**src/rtl/pc_seq_pkg.sv**
```systemverilog
// ---------------------------------------------------------------------------
// pc_seq_pkg
//   Shared types and constants for the fetch-side PC sequencer.
//   state_t : sequencer FSM states
//   PC_W    : program counter width
//   INSTR_W : instruction width
//   PC_INC  : sequential fetch increment
// ---------------------------------------------------------------------------
package pc_seq_pkg;

  localparam int PC_W    = 32;
  localparam int INSTR_W = 32;

  localparam logic [PC_W-1:0] PC_INC = 32'd4;

  typedef enum logic [1:0] {
    S_BOOT  = 2'd0,
    S_IDLE  = 2'd1,
    S_REQ   = 2'd2,
    S_DRAIN = 2'd3
  } state_t;

endpackage

```
**src/rtl/pc_redirect_sel.sv**
```systemverilog
// ---------------------------------------------------------------------------
// pc_redirect_sel
//   Combinational redirect selection: exception > jump > branch, followed by
//   alignment handling of the selected target.
//   Build option PC_MISALIGN_TRAP_EN:
//     defined     - a misaligned target is replaced by TRAP_VEC and
//                   redir_misalign is raised
//     not defined - target[1:0] is forced to 2'b00, redir_misalign stays 0
// Ports:
//   exc_valid      in   exception redirect (target TRAP_VEC)
//   jmp_valid      in   jump redirect
//   jmp_target     in   jump target
//   br_taken       in   taken-branch redirect
//   br_target      in   branch target
//   redir_valid    out  any redirect requested this cycle
//   redir_target   out  selected, aligned redirect target
//   redir_misalign out  selected target was misaligned and trapped
// ---------------------------------------------------------------------------
module pc_redirect_sel
  import pc_seq_pkg::*;
#(
  parameter logic [31:0] TRAP_VEC = 32'h0000_0080
) (
  input  logic            exc_valid,
  input  logic            jmp_valid,
  input  logic [PC_W-1:0] jmp_target,
  input  logic            br_taken,
  input  logic [PC_W-1:0] br_target,
  output logic            redir_valid,
  output logic [PC_W-1:0] redir_target,
  output logic            redir_misalign
);

  logic [PC_W-1:0] raw_target;

  always_comb begin
    raw_target  = '0;
    redir_valid = exc_valid | jmp_valid | br_taken;
    if (exc_valid) begin
      raw_target = TRAP_VEC;
    end else if (jmp_valid) begin
      raw_target = jmp_target;
    end else if (br_taken) begin
      raw_target = br_target;
    end
  end

`ifdef PC_MISALIGN_TRAP_EN
  always_comb begin
    redir_target   = raw_target;
    redir_misalign = 1'b0;
    if (raw_target[1:0] != 2'b00) begin
      redir_target   = TRAP_VEC;
      redir_misalign = redir_valid;
    end
  end
`else
  // Mask the low bits rather than slicing so every bit of raw_target is used.
  assign redir_target   = raw_target & ~32'd3;
  assign redir_misalign = 1'b0;
`endif

endmodule

```
**src/rtl/pc_sequencer.sv**
```systemverilog
// ---------------------------------------------------------------------------
// pc_sequencer
//   Fetch-side controller owning the 32-bit PC. Chooses the next PC
//   (sequential +4, branch, jump, exception), runs the req/ack handshake to
//   instruction memory and hands fetched instructions to decode.
//   Build option PC_MISALIGN_TRAP_EN: misaligned redirect targets trap to
//   TRAP_VEC and pulse misalign_trap (otherwise targets are word-aligned and
//   misalign_trap is always 0).
// Ports:
//   clk, reset      clock, synchronous active-high reset
//   stall           decode cannot accept a new instruction
//   exc_valid       exception redirect to TRAP_VEC
//   jmp_valid/jmp_target   jump redirect
//   br_taken/br_target     taken-branch redirect
//   imem_req/imem_addr     fetch request and address
//   imem_ack/imem_rdata    request completion and fetched instruction
//   fetch_valid/fetch_instr/fetch_pc  registered instruction to decode
//   flush           1-cycle pulse after a redirect is accepted
//   misalign_trap   1-cycle pulse with flush when a misaligned target trapped
// ---------------------------------------------------------------------------
module pc_sequencer
  import pc_seq_pkg::*;
#(
  parameter logic [31:0] RESET_VEC = 32'h0000_0000,
  parameter logic [31:0] TRAP_VEC  = 32'h0000_0080
) (
  input  logic               clk,
  input  logic               reset,
  input  logic               stall,
  input  logic               exc_valid,
  input  logic               jmp_valid,
  input  logic [PC_W-1:0]    jmp_target,
  input  logic               br_taken,
  input  logic [PC_W-1:0]    br_target,
  output logic               imem_req,
  output logic [PC_W-1:0]    imem_addr,
  input  logic               imem_ack,
  input  logic [INSTR_W-1:0] imem_rdata,
  output logic               fetch_valid,
  output logic [INSTR_W-1:0] fetch_instr,
  output logic [PC_W-1:0]    fetch_pc,
  output logic               flush,
  output logic               misalign_trap
);

  state_t             state_reg,         state_next;
  logic [PC_W-1:0]    pc_reg,            pc_next;
  logic [PC_W-1:0]    pend_pc_reg,       pend_pc_next;
  logic               fetch_valid_reg,   fetch_valid_next;
  logic [INSTR_W-1:0] fetch_instr_reg,   fetch_instr_next;
  logic [PC_W-1:0]    fetch_pc_reg,      fetch_pc_next;
  logic               flush_reg,         flush_next;
  logic               misalign_trap_reg, misalign_trap_next;

  logic            redir_valid;
  logic [PC_W-1:0] redir_target;
  logic            redir_misalign;

  pc_redirect_sel #(
    .TRAP_VEC (TRAP_VEC)
  ) u_redirect_sel (
    .exc_valid      (exc_valid),
    .jmp_valid      (jmp_valid),
    .jmp_target     (jmp_target),
    .br_taken       (br_taken),
    .br_target      (br_target),
    .redir_valid    (redir_valid),
    .redir_target   (redir_target),
    .redir_misalign (redir_misalign)
  );

  always_ff @(posedge clk) begin
    if (reset) begin
      state_reg         <= S_BOOT;
      pc_reg            <= RESET_VEC;
      pend_pc_reg       <= '0;
      fetch_valid_reg   <= 1'b0;
      fetch_instr_reg   <= '0;
      fetch_pc_reg      <= '0;
      flush_reg         <= 1'b0;
      misalign_trap_reg <= 1'b0;
    end else begin
      state_reg         <= state_next;
      pc_reg            <= pc_next;
      pend_pc_reg       <= pend_pc_next;
      fetch_valid_reg   <= fetch_valid_next;
      fetch_instr_reg   <= fetch_instr_next;
      fetch_pc_reg      <= fetch_pc_next;
      flush_reg         <= flush_next;
      misalign_trap_reg <= misalign_trap_next;
    end
  end

  always_comb begin
    state_next         = state_reg;
    pc_next            = pc_reg;
    pend_pc_next       = pend_pc_reg;
    fetch_valid_next   = 1'b0;
    fetch_instr_next   = fetch_instr_reg;
    fetch_pc_next      = fetch_pc_reg;
    flush_next         = 1'b0;
    misalign_trap_next = 1'b0;

    case (state_reg)
      // One dead cycle after reset; any stray ack from a dropped request
      // lands here and is ignored.
      S_BOOT: begin
        state_next = stall ? S_IDLE : S_REQ;
      end

      S_IDLE: begin
        if (redir_valid) begin
          pc_next            = redir_target;
          flush_next         = 1'b1;
          misalign_trap_next = redir_misalign;
        end
        state_next = stall ? S_IDLE : S_REQ;
      end

      S_REQ: begin
        if (imem_ack) begin
          if (redir_valid) begin
            // Returned word belongs to the wrong path: drop it.
            pc_next            = redir_target;
            flush_next         = 1'b1;
            misalign_trap_next = redir_misalign;
          end else begin
            fetch_valid_next = 1'b1;
            fetch_instr_next = imem_rdata;
            fetch_pc_next    = pc_reg;
            pc_next          = pc_reg + PC_INC;
          end
          state_next = stall ? S_IDLE : S_REQ;
        end else if (redir_valid) begin
          // Request is still in flight and must stay stable; park the
          // target until the ack retires the old request.
          pend_pc_next       = redir_target;
          flush_next         = 1'b1;
          misalign_trap_next = redir_misalign;
          state_next         = S_DRAIN;
        end
      end

      S_DRAIN: begin
        if (redir_valid) begin
          flush_next         = 1'b1;
          misalign_trap_next = redir_misalign;
        end
        if (imem_ack) begin
          // Latest redirect wins, including one arriving with the ack.
          pc_next    = redir_valid ? redir_target : pend_pc_reg;
          state_next = stall ? S_IDLE : S_REQ;
        end else if (redir_valid) begin
          pend_pc_next = redir_target;
        end
      end

      default: begin
        state_next = S_BOOT;
      end
    endcase
  end

  // Address is the PC register itself, so it cannot move while a request
  // is outstanding (pc only changes on ack or outside S_REQ/S_DRAIN).
  assign imem_req      = (state_reg == S_REQ) || (state_reg == S_DRAIN);
  assign imem_addr     = pc_reg;
  assign fetch_valid   = fetch_valid_reg;
  assign fetch_instr   = fetch_instr_reg;
  assign fetch_pc      = fetch_pc_reg;
  assign flush         = flush_reg;
  assign misalign_trap = misalign_trap_reg;

endmodule

```
**config.mk**
```make
export PLATFORM = sky130hd
export DESIGN_NAME = pc_sequencer
export DESIGN_NICKNAME = d
export VERILOG_FILES = /design/src/rtl/pc_seq_pkg.sv /design/src/rtl/pc_redirect_sel.sv /design/src/rtl/pc_sequencer.sv
export SDC_FILE = /design/constraint.sdc
export NUM_CORES = 1
export LEC_CHECK = 0
export ABC_CLOCK_PERIOD_IN_PS = 6100
export CAP_MARGIN = 10
export CORE_MARGIN = 5
export CORE_UTILIZATION = 40
export DETAILED_ROUTE_END_ITERATION = 6
export HOLD_SLACK_MARGIN = 0.08
export PLACE_DENSITY = 0.71
export SETUP_SLACK_MARGIN = 0.3
export SLEW_MARGIN = 20
export SYNTH_ARGS = -nofsm -noshare
export SYNTH_HDL_FRONTEND = slang
export SYNTH_SLANG_ARGS = --single-unit
```
**constraint.sdc**
```tcl
create_clock -name clk -period 6.1 [get_ports clk]
set_clock_uncertainty 0.1 [all_clocks]
set_input_delay 0.61 -clock clk [delete_from_list [all_inputs] [get_ports clk]]
set_output_delay 0.61 -clock clk [all_outputs]
set_load 0.005 [all_outputs]
```
# After elaboration in Yosys (flattened, before gate mapping)
# Index checks and enable logic that the tools add are counted.
[totals]
ff_bits = 132
latchBits = 0
ramBits = 0
rom_bits = 0
in_bits = 103
out_inout_bits = 100
elab_cells = 49
memories = 0
[op_classes]
n_addsub = 1
n_mul = 0
div = 0
order_cmp = 0
n_eq_ne = 7
shift = 0
n_mux = 16
n_bitwise = 6
reduce_logical = 12
[ops]
columns = ["cell", "count"]
rows = [
  ["32-bit 2-to-1 mux", 8],
  ["32-bit case mux with 3 select lines", 1],
  ["32-bit by 3-bit adder with 32-bit output (second input constant)", 1],
  ["2-bit 2-to-1 mux", 4],
  ["2-bit inequality test (second input constant)", 3],
  ["2-bit case mux with 3 select lines", 1],
  ["2-bit OR reduction", 3],
  ["3-bit OR reduction", 2],
  ["2-bit == test (second input constant)", 2],
  ["1-bit NOT", 4],
  ["2-bit AND reduction", 2],
  ["4-bit AND reduction", 1],
  ["3-bit inequality test (second input constant)", 1],
  ["3-bit AND reduction", 1],
  ["3-bit nonzero test", 1],
  ["2-bit by 1-bit == test with 1-bit output (second input constant)", 1],
  ["2-bit zero test", 1],
  ["1-bit 2-to-1 mux", 2],
  ["1-bit bitwise OR", 2],
  ["1-bit logical OR", 1],
]

# Logic depth before layout (Yosys ltp)
# Gate-level depths: netlist of the first run.
[logic_depth]
word_depth = 6
depth_mapped = 8
depth_no_buf = 6

# Cells and area by module
# Synthesis of the first run repeated with hierarchy kept, for this count alone.
[unflattened]
hier_cells = 845
hier_area_um2 = 6485.0
[by_module_without_submodules]
columns = ["mod", "n_inst", "cells_per_inst", "area_per_inst_um2", "seq_area_each_um2"]
rows = [
  ["pc_sequencer", 1, 794, 6009.5, 2662.6],
  ["pc_redirect_sel", 1, 51, 475.5, 0.0],
]

# Worst setup path after synthesis of the first run
# Ideal clock, no wire load.
[synth_timing]
path_type = "input-to-reg"
start = "input br_taken"
end = "register pc_reg[14] (netlist: imem_addr[14])"
setup_time_ps = 91
t_arrival_ps = 2045
t_required_ps = 5909
path_slack_ps = 3864
path_stages = 6
n_path_buf = 2
cell_sequence = "or3_1 > buf_2 > or2_1 > buf_6 > or3_1 > a311oi_1"
[synth_via]
elab_chain_len = 6
elab_cells_between_ends = 12
classes_between = "eq/ne: 1; mux: 9; bitwise: 1; reduce/logical: 1"
[synth_lines]
columns = ["element", "line", "text"]
rows = [
  ["start: declaration", "pc_sequencer.sv:33", "input logic br_taken,"],
  ["32-bit 2-to-1 mux", "pc_redirect_sel.sv:43", "end else if (br_taken) begin"],
  ["32-bit 2-to-1 mux", "pc_redirect_sel.sv:41", "end else if (jmp_valid) begin"],
  ["32-bit 2-to-1 mux", "pc_redirect_sel.sv:39", "if (exc_valid) begin"],
  ["32-bit 2-to-1 mux, on equally long branches", "pc_sequencer.sv:112, pc_sequencer.sv:122", ""],
  ["32-bit 2-to-1 mux, on equally long branches", "pc_sequencer.sv:149, pc_sequencer.sv:121", ""],
  ["32-bit case mux with 3 select lines", "pc_sequencer.sv:104", "case (state_reg)"],
  ["end signal: assignment", "pc_sequencer.sv:84", "pc_reg <= pc_next;"],
  ["end: declaration", "pc_sequencer.sv:47", "logic [PC_W-1:0] pc_reg, pc_next;"],
]
# Several ways; a longest one is shown, not always the timed one. The select of a mux whose other input is x is not followed.
# A chain may end at the register's enable or synchronous reset.

# Worst setup path after layout of the first run
[layout_timing]
start = "input exc_valid"
end = "register pc_reg[7] (netlist: imem_addr[7])"
[layout_via]
elab_chain_len = 5
elab_cells_between_ends = 11
classes_between = "eq/ne: 1; mux: 7; bitwise: 2; reduce/logical: 1"
[layout_lines]
columns = ["element", "line", "text"]
rows = [
  ["start: declaration", "pc_sequencer.sv:30", "input logic exc_valid,"],
  ["1-bit bitwise OR (2 in series)", "pc_redirect_sel.sv:38", "redir_valid = exc_valid | jmp_valid | br_taken;"],
  ["32-bit 2-to-1 mux, on equally long branches", "pc_sequencer.sv:112, pc_sequencer.sv:122", ""],
  ["32-bit 2-to-1 mux, on equally long branches", "pc_sequencer.sv:149, pc_sequencer.sv:121", ""],
  ["32-bit case mux with 3 select lines", "pc_sequencer.sv:104", ""],
]
# Several ways; a longest one is shown, not always the timed one. The select of a mux whose other input is x is not followed.

==> impl_metrics.toml, run 1 <==
[setup_path]
r2r_start = "state_reg[1]"
crit_buf_inv = 2
crit_type = "in2reg"
cp_slowest_cell = "nand2_1"
worstSetupStartpoint = "exc_valid"
r2r-end = "imem_addr[31]"
cp_max_fo = 48
critPathMaxStageDelay_ps = 900
critPathCaptureType = "flip-flop"
worstPathRequired_ps = 6310
reg2reg_depth = 5
worstPathCellList = "clkdlybuf4s50_1 > buf_4 > or3_1 > nand2_1 > nand2_1 > o21ai_0 > a32o_1"
path_delay_family = "simple AND/OR/NAND/NOR gates"
arrival_ps = 3720
r2r_slack_ps = 3430
worst_setup_path_start_kind = "input pin"
crit_top_cell = "nand2_1"

[route]
avgViaCountPerCell = 5.290
antenna_left = 0
drt_iter0_markers = 425
vias = 6576
drc = 0
wire_per_inst_um = 16.09
dr.pass1.iters = 5
wl_um = 20000

[die]
std_cell_rows = 46
start_util_pct = 40.45
dieArea_um2 = 18570
die_h_um = 136.3
core_region_area_um2 = 15770
fp.dieW_um = 136.3
io_pins = 203

[sta]
tightest_slew_ps = 1063
final_hold_viol_count = 0
tns_ps = 0
setup_ws_ps = 2584
setup_viol = 0
finalCriticalPeriod_ps = 3516
rsz0062_at_grt = "false"
drv_slew = 0
max_freq_mhz = 284.4
timing.final.crit_share_pct = 57.64
hold_ws_ps = 349.3
slew_headroom_pct = 28.99

[clock_network]
post_cts_buffers = 0
ctsLongestPathBuffers = 2
post_cts_resized = 0
clock_latency_ps = 420
cts_tree = "done"
h-tree-depth = 4
cts.sinks = 132
clk_pin_slew_ps = 50
ctsHoldBuffers = 0
root_buffer = "clkbuf_16"
cts_buffers = 17

[status]
outcome = "finished, final reports clean"

[pwr]
p_per_area_nw_per_um2 = 244.6
peakVddDrop_uv = 208.3
power_leakage_nw = 3.032
finalPower_mw = 2.189

[finish]
final_common_cell = "nand2_1"
design_area_um2 = 8949
antennaDiodeCount = 0
final_cells = 1243
final_core_util_pct = 56.74
syn2layout_area_growth_pct = 40.29
fin_nets = 1120
final_cell_mix = "211 x nand2_1, 195 x clkdlybuf4s50_1, 132 x dfxtp_1, 124 x a21oi_1, 59 x nor2_1"
drive_gt1_share_pct = 4.284
n_fill_cell = 1544

[grt]
antenna_found_initial = 0
grt_max_degree = 67
grt_pass1_vias = 5992
track_usage_pct = 21.43
grt_pass1_wl_um = 31510
overflow = 0

[worst_hold_path]
min_from = "fetch_instr[26]"
worst_hold_path.endpoint = "fetch_instr[26]"
hold_depth = 2
hp-class = "reg2reg"

[synth]
synthArstFlopShare_pct = 0
synth_cell_type_count = 58
synth_area_um2 = 6379
ys_seq_area_share_pct = 41.43
syn_nets = 968
yosysWarnings = 0
synth-seq-cells = 132
postSynthCellCount = 864
synth-edff-count = 0
syn_area_per_cell_um2 = 7.383
synth_ff_type = "dfxtp_1"

[placement]
placed_cells = 1213
place_area_um2 = 8386
place_congestion = 0.8261
dp_slack_ps = 2281
port_buffers = 197
dpl.hpwl_um = 13910

[flow_run]
maxCapViolations = 0
==> tightest hold or removal path: stages, from the launching register on <==
cell and delay [ps]:
dfxtp_1 300, nand2_1 50, a21oi_1 50
==> cells in the mapped netlist (2+ instances only) <==
master | instances | area (µm²)
nand2_1 | 213 | 799.5
dfxtp_1 | 132 | 2643
a21oi_1 | 124 | 620.6
nor2_1 | 59 | 221.5
clkbuf_1 | 58 | 217.7
nor3_1 | 21 | 105.1
o21ai_0 | 21 | 105.1
a22oi_1 | 19 | 142.6
nand3b_1 | 18 | 135.1
a211oi_1 | 14 | 105.1
nand3_1 | 14 | 70.07
buf_2 | 11 | 55.05
nand2b_1 | 11 | 68.82
o22ai_1 | 11 | 68.82
inv_1 | 10 | 37.54
nor2b_1 | 10 | 62.56
a221oi_1 | 8 | 70.07
and2_1 | 8 | 50.05
nor4_1 | 8 | 50.05
o211ai_1 | 8 | 60.06
and3_1 | 7 | 43.79
nand4_1 | 7 | 43.79
xnor2_1 | 6 | 52.55
xor2_1 | 6 | 52.55
a31oi_1 | 5 | 31.28
a32o_1 | 5 | 50.05
and4_1 | 5 | 43.79
mux2i_1 | 4 | 40.04
or3_1 | 4 | 25.02
o221ai_1 | 3 | 26.28
o22a_1 | 3 | 26.28
a311oi_1 | 2 | 17.52
a41o_1 | 2 | 20.02
buf_1 | 2 | 7.510
o41ai_1 | 2 | 17.52
==> cell families after synthesis <==
family,Yosys count,synth area share [%]
fa+ha+maj,1,0.1961
other cells,1,0.05879
mux,5,0.8042
xor+xnor,12,1.648
flops,132,41.43
simple gates,391,27.60
compound gates,239,22.99
buf+inv,83,5.277
==> layer usage <==
metal  vias up  track usage, %  share of wire (%)
li1       3322               -                  -
met1      2987           30.13                 47
met2       246           32.31                 45
met3        21           5.625                7.6
met4         0           6.327                1.2
met5         -               0                  0
==> report_power, final <==
group / total, mW / leakage [nW] / switching (mW) / internal [mW]
Sequential: 0.928 / 1.07 / 0.0404 / 0.888
Clock: 0.979 / 0.277 / 0.353 / 0.627
Combinational: 0.281 / 1.69 / 0.136 / 0.145
Total: 2.19 / 3.03 / 0.529 / 1.66
==> layout make-up <==
class                           count  area (µm²)  share of cell area (%)
Tap cell                          216       270.3                   3.020
Clock inverter                      5       75.07                  0.8389
Sequential cell                   132        2643                   29.53
Multi-Input combinational cell    649        3406                   38.06
Timing Repair Buffer              206        2032                   22.71
Clock buffer                       25       485.5                   5.425
Inverter                           10       37.54                  0.4195
==> worst max path at each step <==
stage	to	slack, ps	cells after the start
after floorplan	imem_addr[14]	3860	6
after global placement	imem_addr[31]	2310	7
after detailed placement	imem_addr[7]	2280	7
after CTS	imem_addr[7]	2740	7
after global routing	imem_addr[7]	2440	7
final	imem_addr[7]	2580	7
Note: power is estimated with default switching activity, not from simulation.
==> run 2: changes to the inputs <==
ABC_CLOCK_PERIOD_IN_PS = 3300   (was 6100)
clock period = 3.3 ns   (was 6.1 ns; I/O delays follow)
==> run 2 against run 1 <==
Against the previous run:
- clock power is 87% higher
- register-to-register slack worse by 2500 ps
- critical path depth is 1 lower
- worst hold slack worse by 57 ps
- core utilization is 0.71 points higher
- wire length is 1.2% higher
- cell count is 1.0% higher
- sequential cell count stayed put
- die area stayed put
- design area is 1.3% higher
- critical endpoint is now imem_addr[14]
- highest routed layer unchanged
==> impl_metrics.toml, run 2 (synthesis gave the netlist of run 1 again) <==
[finish]
design_area_um2 = 9061
n_fill_cell = 1513
antennaDiodeCount = 0
final_core_util_pct = 57.46
drive_gt1_share_pct = 5.288
final_cell_mix = "212 x nand2_1, 195 x clkdlybuf4s50_1, 132 x dfxtp_1, 124 x a21oi_1, 59 x nor2_1"
syn2layout_area_growth_pct = 42.06
final_common_cell = "nand2_1"
fin_nets = 1132

[clock_network]
root_buffer = "clkbuf_16"
post_cts_resized = 0
cts.sinks = 132
ctsHoldBuffers = 0
h-tree-depth = 4
clk_pin_slew_ps = 50
clock_latency_ps = 410
post_cts_buffers = 0
ctsLongestPathBuffers = 2
cts_buffers = 17
cts_tree = "done"

[placement]
port_buffers = 197
place_area_um2 = 8488
place_congestion = 0.8379
dpl.hpwl_um = 14590

[sta]
slew_headroom_pct = 52.39
timing.final.crit_share_pct = 72.07
max_freq_mhz = 420.4
final_hold_viol_count = 0
drv_slew = 0
rsz0062_at_grt = "false"
hold_ws_ps = 292.0
tightest_slew_ps = 707.6
setup_viol = 0
tns_ps = 0
finalCriticalPeriod_ps = 2378

[pwr]
peakVddDrop_uv = 388.2
finalPower_mw = 4.081
power_leakage_nw = 3.096
p_per_area_nw_per_um2 = 450.4

[worst_hold_path]
hp-class = "in2reg"
hold_depth = 2
worst_hold_path.endpoint = "fetch_pc[23]"
min_from = "reset"

[setup_path]
r2r_slack_ps = 920
r2r_start = "imem_addr[3]"
arrival_ps = 2590
crit_type = "reg2reg"
critPathCaptureType = "flip-flop"
worstPathRequired_ps = 3510
r2r-end = "imem_addr[14]"
reg2reg_depth = 6
cp_max_fo = 6
worst_setup_path_start_kind = "flip-flop"

[route]
dr.pass1.iters = 6
avgViaCountPerCell = 5.277
drt_iter0_markers = 433
wire_per_inst_um = 16.11
vias = 6628
antenna_left = 0
drc = 0
wl_um = 20240

[die]
core_region_area_um2 = 15770
start_util_pct = 40.45
io_pins = 203
std_cell_rows = 46
dieArea_um2 = 18570
fp.dieW_um = 136.3
die_h_um = 136.3

[flow_run]
maxCapViolations = 0

[grt]
track_usage_pct = 21.57
overflow = 0
grt_pass1_wl_um = 32140
antenna_found_initial = 0
grt_max_degree = 66
grt_pass1_vias = 6067

[status]
outcome = "finished, final reports clean"
-- run 2: worst max-delay path by stage --
stage | startpoint | to | slack [ps] | depth (start not counted)
2_1_floorplan | imem_addr[2] | imem_addr[14] | 1280 | 7
3_3_place_gp | exc_valid | imem_addr[14] | 640 | 5
3_5_place_dp | exc_valid | imem_addr[14] | 600 | 5
4_1_cts | imem_addr[3] | imem_addr[14] | 910 | 6
5_1_grt | imem_addr[3] | imem_addr[14] | 760 | 6
6_report | imem_addr[3] | imem_addr[14] | 920 | 6
-- run 2: report_power, final --
part / internal [mW] / leakage [nW] / total [mW] / switching (mW)
Combinational: 0.278 / 1.75 / 0.534 / 0.256
Clock: 1.19 / 0.281 / 1.83 / 0.645
Sequential: 1.64 / 1.07 / 1.72 / 0.0745
Total: 3.11 / 3.10 / 4.08 / 0.975
-- run 2: metal layers --
layer,track usage (%),vias to the layer above,routed length (µm)
met5,0,-,0
met2,32.86,247,9094
met4,6.159,0,269
li1,-,3338,-
met1,30.81,3021,9373
met3,4.515,22,1502
-- run 2: layout make-up --
class                      count  area (µm²)  area share, %
inverter                      10       37.54         0.4143
clock inverter                 4       70.07         0.7733
clock buffer                  27       503.0          5.551
multi-input combinational    649        3403          37.56
tap                          216       270.3          2.983
sequential                   132        2643          29.16
timing repair buffer         218        2135          23.56
-- run 2: stage by stage --
stage	setup slack (ps)	instances
finish	921.5	1256
global route	755.7	1256
detailed placement	599.1	1225
CTS	911.9	1256
global placement	635.8	1225
floorplan	1284	864
-- run 2: critical path, stage by stage (launching register included) --
cell,delay [ps]
dfxtp_1,460
ha_1,280
and4_1,290
and2_0,390
nand3_1,150
or3_1,340
a311oi_1,270
==> run 3: changes to the inputs <==
ABC_CLOCK_PERIOD_IN_PS = 2300   (was 3300)
clock period = 2.3 ns   (was 3.3 ns; I/O delays follow)
==> run 3 against run 2 <==
Against the previous run:
- global-route usage is 0.33 points higher
- first-iteration DRC count grew 15%
- core utilization up 2.8 points
- worst setup slack worse by 540 ps
- largest cell class unchanged
- via count is 2.1% higher
- sequential power grew 41%
- die area stayed put
==> impl_metrics.toml, run 3 (synthesis gave the netlist of run 1 again) <==
[setup_path]
arrival_ps = 1590
reg2reg_depth = 5
endpoint = "imem_req"
cp_num_cells = 1
worstPathRequired_ps = 1970
r2r-end = "imem_addr[29]"
r2r_start = "imem_addr[6]"
worst_setup_path_start_kind = "flip-flop"
critPathMaxStageDelay_ps = 610
cp_slowest_cell = "clkdlybuf4s50_1"
crit_type = "reg2out"
cp_max_fo = 12
critPathCaptureType = "primary output"
r2r_slack_ps = 410
worstSetupStartpoint = "state_reg[1]"
path_delay_family = "buffers and inverters"
crit_buf_inv = 1
worstPathCellList = "clkdlybuf4s50_1"

[finish]
drive_gt1_share_pct = 11.12
fin_nets = 1180
antennaDiodeCount = 0
final_core_util_pct = 60.25
final_cell_mix = "212 x nand2_1, 195 x clkdlybuf4s50_1, 126 x dfxtp_1, 124 x a21oi_1, 61 x buf_4"
syn2layout_area_growth_pct = 48.96
final_common_cell = "nand2_1"

[clock_network]
clock_latency_ps = 420
cts.sinks = 132
h-tree-depth = 4
cts_tree = "done"
clk_pin_slew_ps = 60
ctsLongestPathBuffers = 2
root_buffer = "clkbuf_16"
cts_buffers = 17
post_cts_buffers = 0

[route]
wl_um = 20390
wire_per_inst_um = 15.63
drt_iter0_markers = 500
vias = 6766
dr.pass1.iters = 5
drc = 0
antenna_left = 0
avgViaCountPerCell = 5.189

[die]
die_h_um = 136.3
dieArea_um2 = 18570
fp.dieW_um = 136.3
std_cell_rows = 46
io_pins = 203
core_region_area_um2 = 15770
start_util_pct = 40.45

[placement]
port_buffers = 197
dpl.hpwl_um = 15220
place_congestion = 0.8587

[sta]
hold_ws_ps = 111.1
slew_headroom_pct = 61.29
drv_slew = 0
setup_viol = 0
final_hold_viol_count = 0
tightest_slew_ps = 575.4
finalCriticalPeriod_ps = 1919
rsz0062_at_grt = "true"
timing.final.crit_share_pct = 83.42
max_freq_mhz = 521.2
tns_ps = 0

[status]
outcome = "finished, final reports clean"

[pwr]
p_per_area_nw_per_um2 = 594.2
finalPower_mw = 5.646
power_leakage_nw = 3.335
peakVddDrop_uv = 559.9

[grt]
antenna_found_initial = 0
grt_pass1_vias = 6402
track_usage_pct = 21.90
grt_pass1_wl_um = 32660
overflow = 0
grt_max_degree = 73

[flow_run]
maxCapViolations = 0

[worst_hold_path]
min_from = "reset"
hp-class = "in2reg"
run 3: cell count changes in the layout (fill, tap and decap cells not counted), moves of 3 or more:
cell | before | now
clkinv_2 | 2 | 7
clkbuf_1 | 6 | 3
buf_12 | 1 | 9
dfxtp_2 | 0 | 4
clkinvlp_4 | 0 | 4
dfxtp_1 | 132 | 126
clkbuf_8 | 4 | 0
buf_4 | 21 | 61
run 3: worst min path at each step:
stage / end / cells after the start
6_report: fetch_valid / 2
5_1_grt: fetch_valid / 2
4_1_cts: fetch_valid / 2
3_5_place_dp: pend_pc_reg[8] / 2
3_3_place_gp: pend_pc_reg[8] / 2
2_1_floorplan: state_reg[1] / 1
run 3: repair_timing:
item,in CTS,in global routing
endpoints found under the setup margin,7,21
hold buffers,0,0
pin swaps,0,1
gates resized for setup,3,16
run 3: routing by layer:
layer | wire (µm) | vias up | track usage [%]
met3 | 1580 | 18 | 5.440
met5 | 0 | - | 0
li1 | - | 3432 | -
met2 | 9418 | 240 | 34.98
met4 | 241 | 0 | 6.159
met1 | 9145 | 3076 | 29.44
run 3: worst register-to-register path: stages, from the launching register on:
cell and delay (ps):
dfxtp_1 330, nand3_1 190, or3_1 550, nor3_2 270, a31oi_1 130, o22a_1 210
run 3: where the power goes:
group	internal [mW]	switching [mW]
sequential	2.36	0.0688
clock	1.35	0.978
combinational	0.477	0.416
total	4.18	1.46
run 3: final cells by class:
| type | count | area, µm² |
|---|---|---|
| clock buffer | 20 | 436.7 |
| inverter | 10 | 37.54 |
| multi-input combinational | 649 | 3442 |
| sequential | 132 | 2655 |
| timing repair buffer | 266 | 2595 |
| tap | 216 | 270.3 |
| clock inverter | 11 | 65.06 |
| fill | 1508 | 6269 |
run 3: through the flow:
step           area [µm²]  std cells  setup slack [ps]
2_1_floorplan        6380        864             340.6
3_3_place_gp         8949       1273             11.14
3_5_place_dp         8949       1273            -6.267
4_1_cts              9454       1304             314.0
5_1_grt              9502       1304             288.4
6_report             9502       1304             381.4
